[src/rtl/rtc_time_loader_if.sv]
// Bundle between the time-set receiver and its surroundings: the serial
// line into the loader and the BCD time fields / strobes coming out of it.
interface rtc_time_loader_if;
    logic       rxd;
    logic [1:0] hr1;
    logic [3:0] hr0;
    logic [2:0] min1;
    logic [3:0] min0;
    logic [2:0] sec1;
    logic [3:0] sec0;
    logic       load;
    logic       err;
    logic       busy;

    // Loader side: consumes the line, produces the time fields.
    modport slave (
        input  rxd,
        output hr1, hr0, min1, min0, sec1, sec0, load, err, busy
    );

    // Host side: drives the line, observes the time fields.
    modport master (
        output rxd,
        input  hr1, hr0, min1, min0, sec1, sec0, load, err, busy
    );
endinterface

[src/rtl/rtc_time_loader.sv]
// Serial time-set receiver: UART 8N1 bytes forming "HH:MM:SS" + CR/LF are
// checked against 24-hour limits and handed to the RTC as BCD digits with
// a one-cycle load strobe. Framing and format errors give a one-cycle err.
module rtc_time_loader #(
    parameter int unsigned BAUD_DIV    = 27,
    parameter int unsigned SYNC_STAGES = 2
) (
    input  logic             clk,
    input  logic             rst,
    rtc_time_loader_if.slave bus
);

    localparam int unsigned SS = (SYNC_STAGES < 2) ? 2 : SYNC_STAGES;
    localparam int unsigned CW = (BAUD_DIV > 1) ? $clog2(BAUD_DIV) : 1;
    localparam logic [CW-1:0] TC = CW'(BAUD_DIV - 1);

    typedef enum logic [2:0] {
        R_IDLE,
        R_START,
        R_DATA,
        R_STOP,
        R_WAIT_HIGH
    } r_state_t;

    typedef enum logic [3:0] {
        P_H1,
        P_H0,
        P_C1,
        P_M1,
        P_M0,
        P_C2,
        P_S1,
        P_S0,
        P_END
    } p_state_t;

    logic [SS-1:0] sync_q;
    logic          rxd_s;
    logic [CW-1:0] tick_cnt;
    logic          tick;
    logic          start_det;

    r_state_t      rstate;
    logic [3:0]    phase;
    logic [2:0]    bit_cnt;
    logic [7:0]    data_q;
    logic          byte_valid;
    logic          frame_err;

    p_state_t      pstate;
    logic [1:0]    h1_s;
    logic [3:0]    h0_s;
    logic [2:0]    m1_s;
    logic [3:0]    m0_s;
    logic [2:0]    s1_s;
    logic [3:0]    s0_s;

    logic [1:0]    hr1_q;
    logic [3:0]    hr0_q;
    logic [2:0]    min1_q;
    logic [3:0]    min0_q;
    logic [2:0]    sec1_q;
    logic [3:0]    sec0_q;
    logic          load_q;
    logic          err_q;

    logic          is_digit;
    logic          is_eol;
    logic          is_colon;
    logic [3:0]    dval;

    // Synchronizer for the asynchronous line; resets to idle-high so no
    // false start bit is seen coming out of reset.
    always_ff @(posedge clk or negedge rst) begin
        if (!rst) begin
            sync_q <= '1;
        end else begin
            sync_q <= {sync_q[SS-2:0], bus.rxd};
        end
    end

    assign rxd_s     = sync_q[SS-1];
    assign start_det = (rstate == R_IDLE) && !rxd_s;
    assign tick      = (tick_cnt == TC);

    // Free-running oversample tick; realigned to the falling start edge.
    always_ff @(posedge clk or negedge rst) begin
        if (!rst) begin
            tick_cnt <= '0;
        end else if (start_det || tick) begin
            tick_cnt <= '0;
        end else begin
            tick_cnt <= tick_cnt + 1'b1;
        end
    end

    // Receiver FSM: mid-bit sampling of start, 8 data bits LSB first, stop.
    always_ff @(posedge clk or negedge rst) begin
        if (!rst) begin
            rstate     <= R_IDLE;
            phase      <= '0;
            bit_cnt    <= '0;
            data_q     <= '0;
            byte_valid <= 1'b0;
            frame_err  <= 1'b0;
        end else begin
            byte_valid <= 1'b0;
            frame_err  <= 1'b0;
            case (rstate)
                R_IDLE: begin
                    if (!rxd_s) begin
                        rstate <= R_START;
                        phase  <= '0;
                    end
                end
                R_START: begin
                    if (tick) begin
                        if (phase == 4'd7) begin
                            phase   <= '0;
                            bit_cnt <= '0;
                            rstate  <= rxd_s ? R_IDLE : R_DATA;
                        end else begin
                            phase <= phase + 1'b1;
                        end
                    end
                end
                R_DATA: begin
                    if (tick) begin
                        if (phase == 4'd15) begin
                            phase   <= '0;
                            data_q  <= {rxd_s, data_q[7:1]};
                            bit_cnt <= bit_cnt + 1'b1;
                            if (bit_cnt == 3'd7) begin
                                rstate <= R_STOP;
                            end
                        end else begin
                            phase <= phase + 1'b1;
                        end
                    end
                end
                R_STOP: begin
                    if (tick) begin
                        if (phase == 4'd15) begin
                            phase <= '0;
                            if (rxd_s) begin
                                byte_valid <= 1'b1;
                                rstate     <= R_IDLE;
                            end else begin
                                frame_err <= 1'b1;
                                rstate    <= R_WAIT_HIGH;
                            end
                        end else begin
                            phase <= phase + 1'b1;
                        end
                    end
                end
                R_WAIT_HIGH: begin
                    if (rxd_s) begin
                        rstate <= R_IDLE;
                    end
                end
                default: rstate <= R_IDLE;
            endcase
        end
    end

    assign is_digit = (data_q >= 8'h30) && (data_q <= 8'h39);
    assign is_eol   = (data_q == 8'h0D) || (data_q == 8'h0A);
    assign is_colon = (data_q == 8'h3A);
    assign dval     = data_q[3:0];

    // Parser FSM: validates each field into shadow digits, then commits all
    // six digits together with load when the line terminator arrives.
    always_ff @(posedge clk or negedge rst) begin
        if (!rst) begin
            pstate <= P_H1;
            h1_s   <= '0;
            h0_s   <= '0;
            m1_s   <= '0;
            m0_s   <= '0;
            s1_s   <= '0;
            s0_s   <= '0;
            hr1_q  <= '0;
            hr0_q  <= '0;
            min1_q <= '0;
            min0_q <= '0;
            sec1_q <= '0;
            sec0_q <= '0;
            load_q <= 1'b0;
            err_q  <= 1'b0;
        end else begin
            load_q <= 1'b0;
            err_q  <= 1'b0;
            if (frame_err) begin
                pstate <= P_H1;
                err_q  <= 1'b1;
            end else if (byte_valid) begin
                case (pstate)
                    P_H1: begin
                        if (!is_eol) begin
                            if (is_digit && (dval <= 4'd2)) begin
                                h1_s   <= dval[1:0];
                                pstate <= P_H0;
                            end else begin
                                err_q <= 1'b1;
                            end
                        end
                    end
                    P_H0: begin
                        if (is_digit && ((h1_s != 2'd2) || (dval <= 4'd3))) begin
                            h0_s   <= dval;
                            pstate <= P_C1;
                        end else begin
                            err_q  <= 1'b1;
                            pstate <= P_H1;
                        end
                    end
                    P_C1: begin
                        if (is_colon) begin
                            pstate <= P_M1;
                        end else begin
                            err_q  <= 1'b1;
                            pstate <= P_H1;
                        end
                    end
                    P_M1: begin
                        if (is_digit && (dval <= 4'd5)) begin
                            m1_s   <= dval[2:0];
                            pstate <= P_M0;
                        end else begin
                            err_q  <= 1'b1;
                            pstate <= P_H1;
                        end
                    end
                    P_M0: begin
                        if (is_digit) begin
                            m0_s   <= dval;
                            pstate <= P_C2;
                        end else begin
                            err_q  <= 1'b1;
                            pstate <= P_H1;
                        end
                    end
                    P_C2: begin
                        if (is_colon) begin
                            pstate <= P_S1;
                        end else begin
                            err_q  <= 1'b1;
                            pstate <= P_H1;
                        end
                    end
                    P_S1: begin
                        if (is_digit && (dval <= 4'd5)) begin
                            s1_s   <= dval[2:0];
                            pstate <= P_S0;
                        end else begin
                            err_q  <= 1'b1;
                            pstate <= P_H1;
                        end
                    end
                    P_S0: begin
                        if (is_digit) begin
                            s0_s   <= dval;
                            pstate <= P_END;
                        end else begin
                            err_q  <= 1'b1;
                            pstate <= P_H1;
                        end
                    end
                    P_END: begin
                        if (is_eol) begin
                            hr1_q  <= h1_s;
                            hr0_q  <= h0_s;
                            min1_q <= m1_s;
                            min0_q <= m0_s;
                            sec1_q <= s1_s;
                            sec0_q <= s0_s;
                            load_q <= 1'b1;
                        end else begin
                            err_q <= 1'b1;
                        end
                        pstate <= P_H1;
                    end
                    default: pstate <= P_H1;
                endcase
            end
        end
    end

    assign bus.hr1  = hr1_q;
    assign bus.hr0  = hr0_q;
    assign bus.min1 = min1_q;
    assign bus.min0 = min0_q;
    assign bus.sec1 = sec1_q;
    assign bus.sec0 = sec0_q;
    assign bus.load = load_q;
    assign bus.err  = err_q;
    assign bus.busy = (rstate != R_IDLE) || (pstate != P_H1);

endmodule

[src/flat_wrapper.sv]
// flat-port wrapper written by rule: the top's interface ports become plain ports
module rtc_time_loader_flat 
#(
    parameter int unsigned BAUD_DIV    = 27,
    parameter int unsigned SYNC_STAGES = 2
)
  (clk, rst, bus_rxd, bus_hr1, bus_hr0, bus_min1, bus_min0, bus_sec1, bus_sec0, bus_load, bus_err, bus_busy);
  rtc_time_loader_if bus_i ();
  input  logic clk;
  input  logic rst;
  input wire logic [$bits(bus_i.rxd)-1:0] bus_rxd;
  output wire logic [$bits(bus_i.hr1)-1:0] bus_hr1;
  output wire logic [$bits(bus_i.hr0)-1:0] bus_hr0;
  output wire logic [$bits(bus_i.min1)-1:0] bus_min1;
  output wire logic [$bits(bus_i.min0)-1:0] bus_min0;
  output wire logic [$bits(bus_i.sec1)-1:0] bus_sec1;
  output wire logic [$bits(bus_i.sec0)-1:0] bus_sec0;
  output wire logic [$bits(bus_i.load)-1:0] bus_load;
  output wire logic [$bits(bus_i.err)-1:0] bus_err;
  output wire logic [$bits(bus_i.busy)-1:0] bus_busy;
  assign bus_i.rxd = bus_rxd;
  assign bus_hr1 = bus_i.hr1;
  assign bus_hr0 = bus_i.hr0;
  assign bus_min1 = bus_i.min1;
  assign bus_min0 = bus_i.min0;
  assign bus_sec1 = bus_i.sec1;
  assign bus_sec0 = bus_i.sec0;
  assign bus_load = bus_i.load;
  assign bus_err = bus_i.err;
  assign bus_busy = bus_i.busy;
  rtc_time_loader #(.BAUD_DIV(BAUD_DIV), .SYNC_STAGES(SYNC_STAGES)) u_core (.clk(clk), .rst(rst), .bus(bus_i));
endmodule
[config.mk]
export PLATFORM = sky130hd
export DESIGN_NAME = rtc_time_loader_flat
export DESIGN_NICKNAME = d
export VERILOG_FILES = /design/src/rtl/rtc_time_loader_if.sv /design/src/rtl/rtc_time_loader.sv /design/src/flat_wrapper.sv
export SDC_FILE = /design/constraint.sdc
export NUM_CORES = 1
export LEC_CHECK = 0
export BUFFER_PORTS_ARGS = -buffer_cell sky130_fd_sc_hd__clkbuf_2
export CAP_MARGIN = 15
export CORE_MARGIN = 10
export CORE_UTILIZATION = 50
export CTS_CLUSTER_SIZE = 8
export DETAILED_ROUTE_END_ITERATION = 16
export PLACE_DENSITY = 0.79
export SETUP_SLACK_MARGIN = 0.2
export SLEW_MARGIN = 15
export SYNTH_ARGS = -nofsm -noshare
export SYNTH_HDL_FRONTEND = slang
export SYNTH_SLANG_ARGS = --single-unit
[constraint.sdc]
create_clock -name clk -period 2.2 [get_ports clk]
set_clock_uncertainty 0.2 [all_clocks]
set_input_delay 0.44 -clock clk [delete_from_list [all_inputs] [get_ports clk]]
set_output_delay 0.44 -clock clk [all_outputs]
set_load 0.02 [all_outputs]
# Word-level counts from Yosys, hierarchy flattened
# Index checks and enable logic that the tools add are counted.
# Widths: inputs -> output; s select.
dict set report totals {
  word_cells 156
  register_bits 73
  in_bits 3
}
dict set report op_classes {
  n_lt_le_gt_ge 5
  n_reduce_logical 33
  n_addsub 3
  mux 58
  bitwise 2
  eq_ne 32
}
# op n
set ops {}
lappend ops {{$mux 3} 18}
lappend ops {{$mux 4} 10}
lappend ops {{$pmux 4 s8} 1}
lappend ops {{$reduce_and 4->1} 7}
lappend ops {{$mux 1} 21}
lappend ops {{$eq 4x3->1 const B} 5}
lappend ops {{$ne 2x1->1 const B} 9}
lappend ops {{$eq 8x4->1 const B} 2}
lappend ops {{$pmux 3 s5} 1}
lappend ops {{$pmux 4 s3} 1}
lappend ops {{$reduce_and 5->1} 2}
lappend ops {{$reduce_and 9->1} 1}
lappend ops {{$eq 4x2->1 const B} 2}
lappend ops {{$eq 4x4->1 const B} 2}
lappend ops {{$eq 8x6->1 const B} 1}
lappend ops {{$ge 8x6->1 const B} 1}
lappend ops {{$le 4x2->1 const B} 2}
lappend ops {{$le 8x6->1 const B} 1}
lappend ops {{$reduce_or 2->1} 4}
lappend ops {{$eq 3x2->1 const B} 2}
lappend ops {{$eq 3x3->1 const B} 2}
lappend ops {{$mux 2} 3}
lappend ops {{$pmux 1 s6} 1}
lappend ops {{$pmux 3 s2} 1}
lappend ops {{other kinds (21)} 33}

# Depth between registers and ports, before layout
# Gate-level depths: netlist of the first run.
dict set report depth {
  ltp_word 8
  ltp_mapped 7
}

# Least setup slack after synthesis of the first run
# Ideal clock, no wire load.
dict set report synth_path {
  path_type {reg2reg}
  startpoint {register u_core.tick_cnt[0]}
  endpoint {register u_core.data_q[0]}
  t_arrival_ps 1792
  stages_incl_launch_ff 7
  required_time_ps 1875
  path_slack_ps 84
  synth_period_minus_slack_ps 2116
  setup_ps 125
  path_cell_list {dfrtp_1 -> inv_1 -> ha_1 -> nand4b_4 -> or4_4 -> nor2_8 -> mux2_2}
}
dict set report synth_via {
  elab_chain_len 2
}
# item line
set synth_lines {}
lappend synth_lines {{from (decl)} rtc_time_loader.sv:39} ;# logic [CW-1:0] tick_cnt;
lappend synth_lines {{from (signal assigned)} rtc_time_loader.sv:93} ;# tick_cnt <= tick_cnt + 1'b1;
lappend synth_lines {{$eq 5x5->1} rtc_time_loader.sv:84} ;# assign tick = (tick_cnt == TC);
lappend synth_lines {{$reduce_and 3->1 (no source line)} -}
lappend synth_lines {{to (signal assigned)} rtc_time_loader.sv:131} ;# data_q <= {rxd_s, data_q[7:1]};
lappend synth_lines {{to (decl)} rtc_time_loader.sv:46} ;# logic [7:0] data_q;
# No other way between the ends.
# A chain may end at the register's enable or synchronous reset.

# Worst setup path in the final report of the first run
dict set report layout_path {
  startpoint {register u_core.pstate[0]}
  endpoint {output bus_busy}
}
dict set report layout_via {
  elab_chain_len 2
}
# item line
set layout_lines {}
lappend layout_lines {{from (decl)} rtc_time_loader.sv:50} ;# p_state_t pstate;
lappend layout_lines {{from (signal assigned)} rtc_time_loader.sv:176} ;# pstate <= P_H1;
lappend layout_lines {{from (signal assigned)} rtc_time_loader.sv:195} ;# pstate <= P_H1;
lappend layout_lines {{from (signal assigned)} rtc_time_loader.sv:203} ;# pstate <= P_H0;
lappend layout_lines {{$reduce_bool 4->1} rtc_time_loader.sv:298} ;# assign bus.busy = (rstate != R_IDLE) || (pstate != P_H1);
lappend layout_lines {{$logic_or 1x1->1} rtc_time_loader.sv:298}
lappend layout_lines {{to (decl)} flat_wrapper.sv:20} ;# output wire logic [$bits(bus_i.busy)-1:0] bus_busy;
# No other way between the ends.

==> impl_metrics.toml, run 1 <==
[global_routing]
overflow = 0
grt_max_degree = 27
antenna_found_initial = 0
track_usage_pct = 14.3
grt_pass1_vias = 2514
grt_pass1_wl_mm = 12.1

[cells_and_area]
drive_gt1_share_pct = 46.5
num_antenna_cells = 0
fin_cells = 441
fin_nets = 364
syn_to_final_growth_pct = 29.9
nFillCells = 437

[timing]
finalSetupViolations = 0
slew_viol_final = 0
fin_crit_sh_pct = 98.2
slew_headroom_pct = 58.1
hold_viol_final = 0
max_freq_mhz = 463
hold_slack_ns = 0.159
period_minus_slack_ns = 2.16
rsz0062_at_grt = "true"
tightest_slew_ns = 0.628

[drt]
m1WireLength_mm = 3.65
dr_wl_met3_um = 399
drtAntennaViolNets = 0
dr.pass1.iters = 7
drt-total-wl_mm = 8.74
dr.max_layer_used = "met4"
vias = 2680
drtIter0Drc = 241
met2_length_mm = 4.38
viasPerCell = 6.08
post_drt_wl_per_cell_um = 19.8
drc_errors = 0

[worst_setup_path]
crit_type = "flop to output pin"
worstPathArrival_ns = 1.52
critPathCaptureType = "output pin"
ff2ff_path_depth = 6
worstSetupStartpointType = "flop"
critPathMaxFanout = 2
required_ns = 1.56

[cts]
clock_sinks = 73
cts-buffers-inserted = 9
cts_buffer_depth = 2
cts_root_buffer = "clkbuf_8"
cts_tree = "done"
clock_latency_ns = 0.34
htree_levels = 3
clkTransAtPathRegs_ns = 0.08

[floorplanning]
num_rows = 30
core_area_um2 = 6760
die_area_um2 = 10700
start_util_pct = 51.4
ios = 26
die_w_um = 103
die_h_um = 103

[logic_synthesis]
synthFlopType = "dfrtp_1"
synth_area_um2 = 3480
avgSynthCellArea_um2 = 12.0
syn_nets = 297
seq_area_frac_synth_pct = 52.6
synth-seq-cells = 73
synth_cells = 289
yosys_warnings = 0
async_flop_share_pct = 100
synth_cell_type_count = 57
synth_edf_count = 0

[place]
dp_hpwl_mm = 4.80
port_buffers = 25
gp_congestion = 0.807
placedCellCount = 401

[power_and_ir_drop]
pwr-share-clk_pct = 46.0
leakagePower_nw = 2.16
ir_worst_vdd_mv = 0.592
total_power_w = 0.00257
p_int_w = 0.00200
combPwrFrac_pct = 1.6
switching_share_pct = 21.9
p_per_area_nw_per_um2 = 568
power_switching_w = 0.000563
seq_power_share_pct = 52.4

[job]
maxCapViolCount = 0

[run_status]
status = "complete, no violations"

[worst_hold_path]
hp-class = "flop to flop"
hold_path_depth = 0
## power groups by stage
stage                       logic, W  clock network [W]  registers [W]
after floorplan           0.00000204                  0        0.00137
final                      0.0000408            0.00118        0.00135
after global placement     0.0000378                  0        0.00137
after detailed placement   0.0000389                  0        0.00137
after global routing       0.0000466            0.00125        0.00135
after CTS                  0.0000416            0.00118        0.00135
## area by class of cell
cell class,instances,area (µm²),area share [%]
flip-flops and latches,73,1830,40.6
inverters,5,18.8,0.416
clock buffers,9,124,2.74
repair buffers,70,574,12.7
clock inverters,7,101,2.24
well taps,80,100,2.22
multi-input cells,197,1760,39.1
## per-stage QoR
step / area, µm² / utilization, % / setup TNS [ns] / worst slack, ns
floorplan: 3480 / - / 0 / 0.0843
global route: 4520 / 66.8 / -0.0578 / -0.0315
detailed placement: 3820 / 56.6 / 0 / 0.0344
global placement: 3820 / 56.6 / 0 / 0.0907
finish: 4520 / 66.8 / 0 / 0.0405
CTS: 4200 / 62.1 / 0 / 0.0109
## flip-flops by register name, summed over array words and instances, names as in the netlist, 3 cells and up
register / cells
u_core.bit_cnt: 3
u_core.bus.hr0: 4
u_core.bus.min0: 4
u_core.bus.min1: 3
u_core.bus.sec0: 4
u_core.bus.sec1: 3
u_core.data_q: 8
u_core.h0_s: 4
u_core.m0_s: 4
u_core.m1_s: 3
u_core.phase: 4
u_core.pstate: 4
u_core.rstate: 3
u_core.s0_s: 4
u_core.s1_s: 3
u_core.tick_cnt: 5
## layout by cell type (no fill, tap or decap), types with 5 or more instances in the layout
cell	Yosys	layout
clkbuf_2	0	23
inv_1	5	5
nor2_1	21	19
mux2_2	44	16
nand2_1	19	16
clkbuf_8	0	9
o21ai_0	12	8
nor3_1	8	7
dfrtp_1	71	68
nand2b_1	5	5
nand3_1	8	5
buf_4	0	34
mux2_4	0	32
a21oi_1	6	5
## timing repair
item	in CTS	in global routing
hold endpoints to repair	23	0
pin swaps	5	13
cloned	0	3
buffers inserted	8	11
hold buffers	2	0
setup endpoints to repair	45	57
gates resized for setup	15	48
## metal layers
metal  track usage [%]  vias to the layer above
met1              17.8                     1380
met2              23.5                       92
met5                 0                        -
met4              5.56                        0
met3              3.39                       26
li1                  -                     1182
## cell families after synthesis
kind of cell               count (synthesis)  share of synthesized area [%]
AOI/OAI and AO/OA                         49                           9.76
xor gates and xnor gates                   3                          0.756
adders and majority gates                  5                           1.80
buffers and inverters                     19                           2.66
DFF                                       73                           52.6
muxes                                     49                           15.8
and+or+nand+nor                           91                           16.6
## cells in the mapped netlist (2+ instances only)
cell	instances	area share, %
ha_1	5	1.8
mux2_2	44	14
o22ai_1	2	0.36
o21ai_0	12	1.7
a21o_1	3	0.65
a31oi_1	3	0.54
nor2_1	21	2.3
dfstp_2	2	1.5
buf_6	2	0.65
a21oi_1	6	0.86
buf_2	5	0.72
nand3_1	8	1.2
nand3b_1	2	0.43
mux2_1	4	1.3
clkbuf_1	6	0.65
inv_1	5	0.54
nand4_1	2	0.36
a211oi_1	3	0.65
dfrtp_1	71	51
o41ai_1	3	0.76
and3b_1	2	0.50
or2_2	2	0.36
nand2_1	19	2.1
and4bb_2	2	0.72
xor2_1	2	0.50
or4_1	2	0.43
a22o_1	3	0.76
nor3b_2	2	0.72
nand2b_1	5	0.90
o211ai_1	4	0.86
nor2b_1	3	0.54
o31ai_1	2	0.43
nor3_1	8	1.2
## final timing paths
kind                                    start            endpoint  slack (ns)
setup / recovery             u_core.pstate[0]            bus_busy        0.04
hold reg to reg              u_core.sync_q[0]    u_core.sync_q[1]        0.16
setup reg to reg           u_core.tick_cnt[0]    u_core.data_q[1]        0.05
min in group asynchronous                 rst  u_core.tick_cnt[1]        0.45
hold / removal               u_core.sync_q[0]    u_core.sync_q[1]        0.16
max in group asynchronous                 rst    u_core.data_q[3]        0.78
## worst max-delay path, stage by stage (launching register included)
cell and delay (ns):
dfrtp_1 0.38, or3_4 0.44, nor2_4 0.10, nand3b_1 0.10, buf_6 0.16
No activity file was read; power rests on OpenSTA's default activity.
==> inputs of run 2 (changes only) <==
--- a/config.mk
+++ b/config.mk
@@ -7,7 +7,6 @@
 export LEC_CHECK = 0
 export BUFFER_PORTS_ARGS = -buffer_cell sky130_fd_sc_hd__clkbuf_2
 export CAP_MARGIN = 15
-export CORE_MARGIN = 10
 export CORE_UTILIZATION = 50
 export CTS_CLUSTER_SIZE = 8
 export DETAILED_ROUTE_END_ITERATION = 16
==> run 2 against run 1 <==
Net effect:
- cell area shrank 0.19%
- largest cell class unchanged
- core utilization decreased by 0.13 points
- routed wire length fell by 5.2%
- sequential share of layout area up 0.051 points
- die area down 32%
- clock power is 6% lower
- critical path type is now flop to flop
- highest routed layer unchanged
- largest power group unchanged
==> impl_metrics.toml, run 2 (synthesis results as in run 1) <==
[timing]
rsz0062_at_grt = "true"
finalSetupTns_ns = 0
slew_viol_final = 0
finalSetupViolations = 0
setup_ws_ns = 0.00466
slew_headroom_pct = 74.0
tightest_slew_ns = 0.391
hold_viol_final = 0
max_freq_mhz = 456
fin_crit_sh_pct = 99.8
period_minus_slack_ns = 2.20

[cells_and_area]
final_util_pct = 66.7
syn_to_final_growth_pct = 29.7
reg_top3 = "u_core.data_q (8), u_core.tick_cnt (5)"
mostFrequentLayoutCells = "dfrtp_1 (69), mux2_4 (34), buf_4 (29), clkbuf_2 (23), nor2_1 (20)"
register_area_um2 = 1830
multi_input_area_um2 = 1790
nFillCells = 430
top_register = "u_core.data_q"
drive_gt1_share_pct = 46.8
num_antenna_cells = 0
largest_reg_flops = 8
fin_cells = 439
final_common_cell = "dfrtp_1"
fin_nets = 362

[drt]
post_drt_wl_per_cell_um = 18.9
drtIter0Drc = 325
drc_errors = 0
drtAntennaViolNets = 0
dr.pass1.iters = 8
vias = 2637
viasPerCell = 6.01
drt-total-wl_mm = 8.29

[worst_setup_path]
critPathMaxFanout = 6
required_ns = 2.25
cp_cell_sequence = "or3_4 -> buf_6 -> nor4_4 -> buf_4 -> buf_12 -> mux2_4"
worstPathArrival_ns = 2.24
critPathSlowestCell = "or3_4"
worstSetupStartpointType = "flop"
critPathCaptureType = "flop"
crit_type = "flop to flop"
max_stage_delay_ns = 0.42

[power_and_ir_drop]
p_per_area_nw_per_um2 = 554
p_int_w = 0.00190
combPwrFrac_pct = 1.5
switching_share_pct = 24.0
power_switching_w = 0.000598
ir_worst_vdd_mv = 0.459
seq_power_share_pct = 53.9
leakagePower_nw = 2.15
total_power_w = 0.00250
pwr-share-clk_pct = 44.6

[cts]
cts_root_buffer = "clkbuf_8"
cts_tree = "done"
cts-buffers-inserted = 9
clkTransAtPathRegs_ns = 0.08
htree_levels = 3
clock_latency_ns = 0.36
cts_buffer_depth = 2
clock_sinks = 73

[place]
port_buffers = 25
dp_hpwl_mm = 4.55
placedCellCount = 402
dpl_worst_slack_ns = 0.0121
gp_congestion = 0.840

[run_status]
status = "complete, no violations"

[global_routing]
busiest_layer = "met2"
overflow = 0
grt_max_degree = 74
grt_pass1_vias = 2500
grtUsageMet2_pct = 33.7
use_met1_pct = 30.3
track_usage_pct = 22.4
antenna_found_initial = 0
gr-usage-met3_pct = 6.42
grt_pass1_wl_mm = 12.4

[floorplanning]
die_area_um2 = 7290
ios = 26
core_area_um2 = 6760
die_w_um = 85.4
start_util_pct = 51.4
die_h_um = 85.4
num_rows = 30

[job]
maxCapViolCount = 0

[worst_hold_path]
hp-class = "flop to flop"
## run 2: worst paths after layout
path | cells past startpoint | end | from | slack (ns)
min in group asynchronous | 3 | u_core.bus.hr0[0] | rst | 0.42
worst max register to register | 6 | u_core.bus.hr0[3] | u_core.pstate[1] | 0.005
worst min register to register | 0 | u_core.sync_q[1] | u_core.sync_q[0] | 0.16
worst max-delay path | 6 | u_core.bus.hr0[3] | u_core.pstate[1] | 0.005
worst min-delay path | 0 | u_core.sync_q[1] | u_core.sync_q[0] | 0.16
max in group asynchronous | 3 | u_core.sync_q[0] | rst | 1.01
## run 2: area by class of cell
type                    count  area share, %
clock buffers               9           2.75
clock inverters             7           1.86
inverters                   5          0.416
multi-input cells         197           39.7
flip-flops and latches     73           40.6
well taps                  80           2.22
repair buffers             68           12.4
## run 2: metal layers
layer / wire, µm / share of wire, % / vias to the layer above
met2: 4100 / 49 / 103
met1: 3530 / 43 / 1323
met5: 0 / 0 / -
met3: 403 / 4.9 / 27
li1: - / - / 1184
met4: 251 / 3.0 / 0
## run 2: worst max-delay path: cells and delay by family, from the launching register on
family                 cells  cell delay [ns]
buffers and inverters      3             0.50
DFF                        1             0.39
muxes                      1             0.31
and+or+nand+nor            2             0.66
## run 2: through the flow
step                hold WS [ns]  instance area, µm²
global route               0.169                4510
global placement           0.148                3820
detailed placement         0.147                3820
floorplan                -0.0556                3480
finish                     0.158                4510
CTS                        0.159                4240
## run 2: what timing repair did
item | 4_1_cts | 5_1_grt
hold buffers | 2 | 0
resized for setup | 13 | 64
endpoints found under the setup margin | 38 | 58
cloned | 2 | 0
pin swaps | 6 | 16
hold endpoints to repair | 72 | 0
setup buffers | 10 | 7
## run 2: power groups by stage
| stage | registers, W | logic [W] | clock network [W] |
|---|---|---|---|
| 4_1_cts | 0.00135 | 0.0000381 | 0.00112 |
| 2_1_floorplan | 0.00137 | 0.00000204 | 0 |
| 6_report | 0.00135 | 0.0000362 | 0.00111 |
| 5_1_grt | 0.00135 | 0.0000432 | 0.00118 |
| 3_3_place_gp | 0.00137 | 0.0000338 | 0 |
| 3_5_place_dp | 0.00137 | 0.0000354 | 0 |
==> inputs of run 3 (changes only) <==
--- a/config.mk
+++ b/config.mk
@@ -7,10 +7,12 @@
 export LEC_CHECK = 0
 export BUFFER_PORTS_ARGS = -buffer_cell sky130_fd_sc_hd__clkbuf_2
 export CAP_MARGIN = 15
-export CORE_UTILIZATION = 50
+export CELL_PAD_IN_SITES_DETAIL_PLACEMENT = 0
+export CELL_PAD_IN_SITES_GLOBAL_PLACEMENT = 1
+export CORE_UTILIZATION = 44
 export CTS_CLUSTER_SIZE = 8
 export DETAILED_ROUTE_END_ITERATION = 16
-export PLACE_DENSITY = 0.79
+export PLACE_DENSITY = 0.84
 export SETUP_SLACK_MARGIN = 0.2
 export SLEW_MARGIN = 15
 export SYNTH_ARGS = -nofsm -noshare
==> run 3 against run 2 <==
Net effect:
- the flow now finishes with violations (DRC)
- largest cell class is now multi-input gates
- setup slack improved by 0.0041 ns
- total power rose by 0.37%
- register-to-register slack is essentially flat
- core utilization decreased by 5.3 points
- sequential power is essentially flat
- cell area grew 4.8%
- critical path type unchanged
- cell count up 7.1%
- clock power is essentially flat
==> impl_metrics.toml, run 3 (synthesis results as in run 1) <==
[global_routing]
grt_pass1_wl_mm = 12.9
antenna_found_initial = 0
track_usage_pct = 20.3
grt_max_degree = 30
overflow = 0
grt_pass1_vias = 2533

[worst_setup_path]
path_buf_inv = 3
crit_family = "simple AND/OR/NAND/NOR gates"
r2r-end = "u_core.bus.min1[0]"
critPathSlowestCell = "dfrtp_2"
worstSetupStartpointType = "flop"
required_ns = 2.24
cp_cell_sequence = "nor3b_4 -> o2111ai_2 -> nor4_4 -> buf_4 -> buf_12 -> buf_12 -> mux2_4"
ff2ff_path_depth = 7
max_stage_delay_ns = 0.45
worstPathArrival_ns = 2.24
crit_top_cell = "buf_12"
r2r_setup_slack_ns = 0.009
critPathCaptureType = "flop"
r2r_start = "u_core.data_q[2]"
crit_type = "flop to flop"
critPathMaxFanout = 6
setup.worst_path.start = "u_core.data_q[2]"

[place]
dp_hpwl_mm = 4.60
placedCellCount = 422
dpl_worst_slack_ns = 0.0305
port_buffers = 25
gp_congestion = 0.761

[cells_and_area]
top_register = "u_core.data_q"
reg_top3 = "u_core.data_q (8), u_core.tick_cnt (5)"
nFillCells = 582
mostFrequentLayoutCells = "dfrtp_1 (67), buf_4 (34), mux2_4 (31), clkbuf_2 (23), nor2_1 (18)"
syn_to_final_growth_pct = 35.9
fin_cells = 470
drive_gt1_share_pct = 50.3
final_common_cell = "dfrtp_1"
fin_nets = 371
largest_reg_flops = 8
num_antenna_cells = 0

[timing]
setup_ws_ns = 0.00876
slew_headroom_pct = 40.9
slew_viol_final = 0
finalSetupViolations = 0
fin_crit_sh_pct = 99.6
period_minus_slack_ns = 2.19
tightest_slew_ns = 0.875
hold_viol_final = 0
max_freq_mhz = 456
rsz0062_at_grt = "true"

[power_and_ir_drop]
combPwrFrac_pct = 1.6
power_switching_w = 0.000606
p_int_w = 0.00190
seq_power_share_pct = 53.7
switching_share_pct = 24.2
p_per_area_nw_per_um2 = 530
leakagePower_nw = 2.21
pwr-share-clk_pct = 44.7
ir_worst_vdd_mv = 0.436

[worst_hold_path]
hp-class = "flop to flop"
holdPathEnd = "u_core.sync_q[1]"
hold_path_depth = 0
hp-start = "u_core.sync_q[0]"

[cts]
clkTransAtPathRegs_ns = 0.08
cts_buffer_depth = 2
htree_levels = 3
clock_sinks = 73
clock_latency_ns = 0.36
cts_tree = "done"
cts_root_buffer = "clkbuf_8"
cts-buffers-inserted = 9

[floorplanning]
core_area_um2 = 7690
die_h_um = 90.9
start_util_pct = 45.2
num_rows = 32
die_w_um = 90.9
die_area_um2 = 8260
ios = 26

[drt]
drc_errors = 1
drt-total-wl_mm = 8.46
vias = 2635
drtIter0Drc = 171
drtAntennaViolNets = 0
dr.pass1.iters = 10
viasPerCell = 5.61
post_drt_wl_per_cell_um = 18.0

[run_status]
status = "complete, but fails checks"
violations = "DRC"

[job]
maxCapViolCount = 0
-- run 3: cell count changes in the layout (fill, tap and decap cells not counted), sizes merged --
cell | before | now
inv | 9 | 8
buf | 43 | 52
clkinv | 1 | 2
-- run 3: per-stage QoR --
step                hold WS (ns)  utilization (%)  cell area (µm²)  setup TNS [ns]  total power, W
floorplan                -0.0556                -             3480               0         0.00137
global placement           0.148             50.0             3840               0         0.00141
detailed placement         0.148             50.0             3840               0         0.00141
CTS                        0.161             57.0             4390               0         0.00251
global route               0.168             61.4             4720          -0.212         0.00258
finish                     0.160             61.4             4720               0         0.00250
-- run 3: area by class of cell --
cell class	instances	area, µm²	area share (%)
clock inverter	7	83.8	1.77
multi-input combinational	197	1850	39.1
sequential	73	1830	38.8
tap	102	128	2.70
timing repair buffer	77	688	14.6
inverter	5	18.8	0.397
clock buffer	9	124	2.62
-- run 3: timing repair --
item	4_1_cts	5_1_grt
hold buffers	2	0
resized for setup	28	58
pin swaps	6	21
setup endpoints to repair	45	54
endpoints found under the hold margin	21	0
cloned	3	0
setup buffers	14	13
-- run 3: worst max-delay path by stage --
stage | end | depth (start not counted)
after global placement | u_core.data_q[2] | 6
after CTS | u_core.data_q[4] | 6
after floorplan | u_core.data_q[0] | 6
final | u_core.bus.min1[0] | 7
after global routing | u_core.data_q[2] | 6
after detailed placement | u_core.data_q[3] | 6
-- run 3: routing by layer --
layer / global-route usage, % / share of wire (%) / vias to the layer above
met4: 9.52 / 1.5 / 0
met2: 32.6 / 50 / 68
met3: 3.03 / 3.3 / 15
li1: - / - / 1208
met5: 0 / 0 / -
met1: 27.0 / 46 / 1344
-- run 3: power groups by stage --
| stage | clock [W] | sequential [W] | combinational (W) |
|---|---|---|---|
| floorplan | 0 | 0.00137 | 0.00000204 |
| global placement | 0 | 0.00137 | 0.0000388 |
| detailed placement | 0 | 0.00137 | 0.0000398 |
| CTS | 0.00112 | 0.00135 | 0.0000426 |
| global route | 0.00119 | 0.00135 | 0.0000478 |
| finish | 0.00112 | 0.00135 | 0.0000405 |
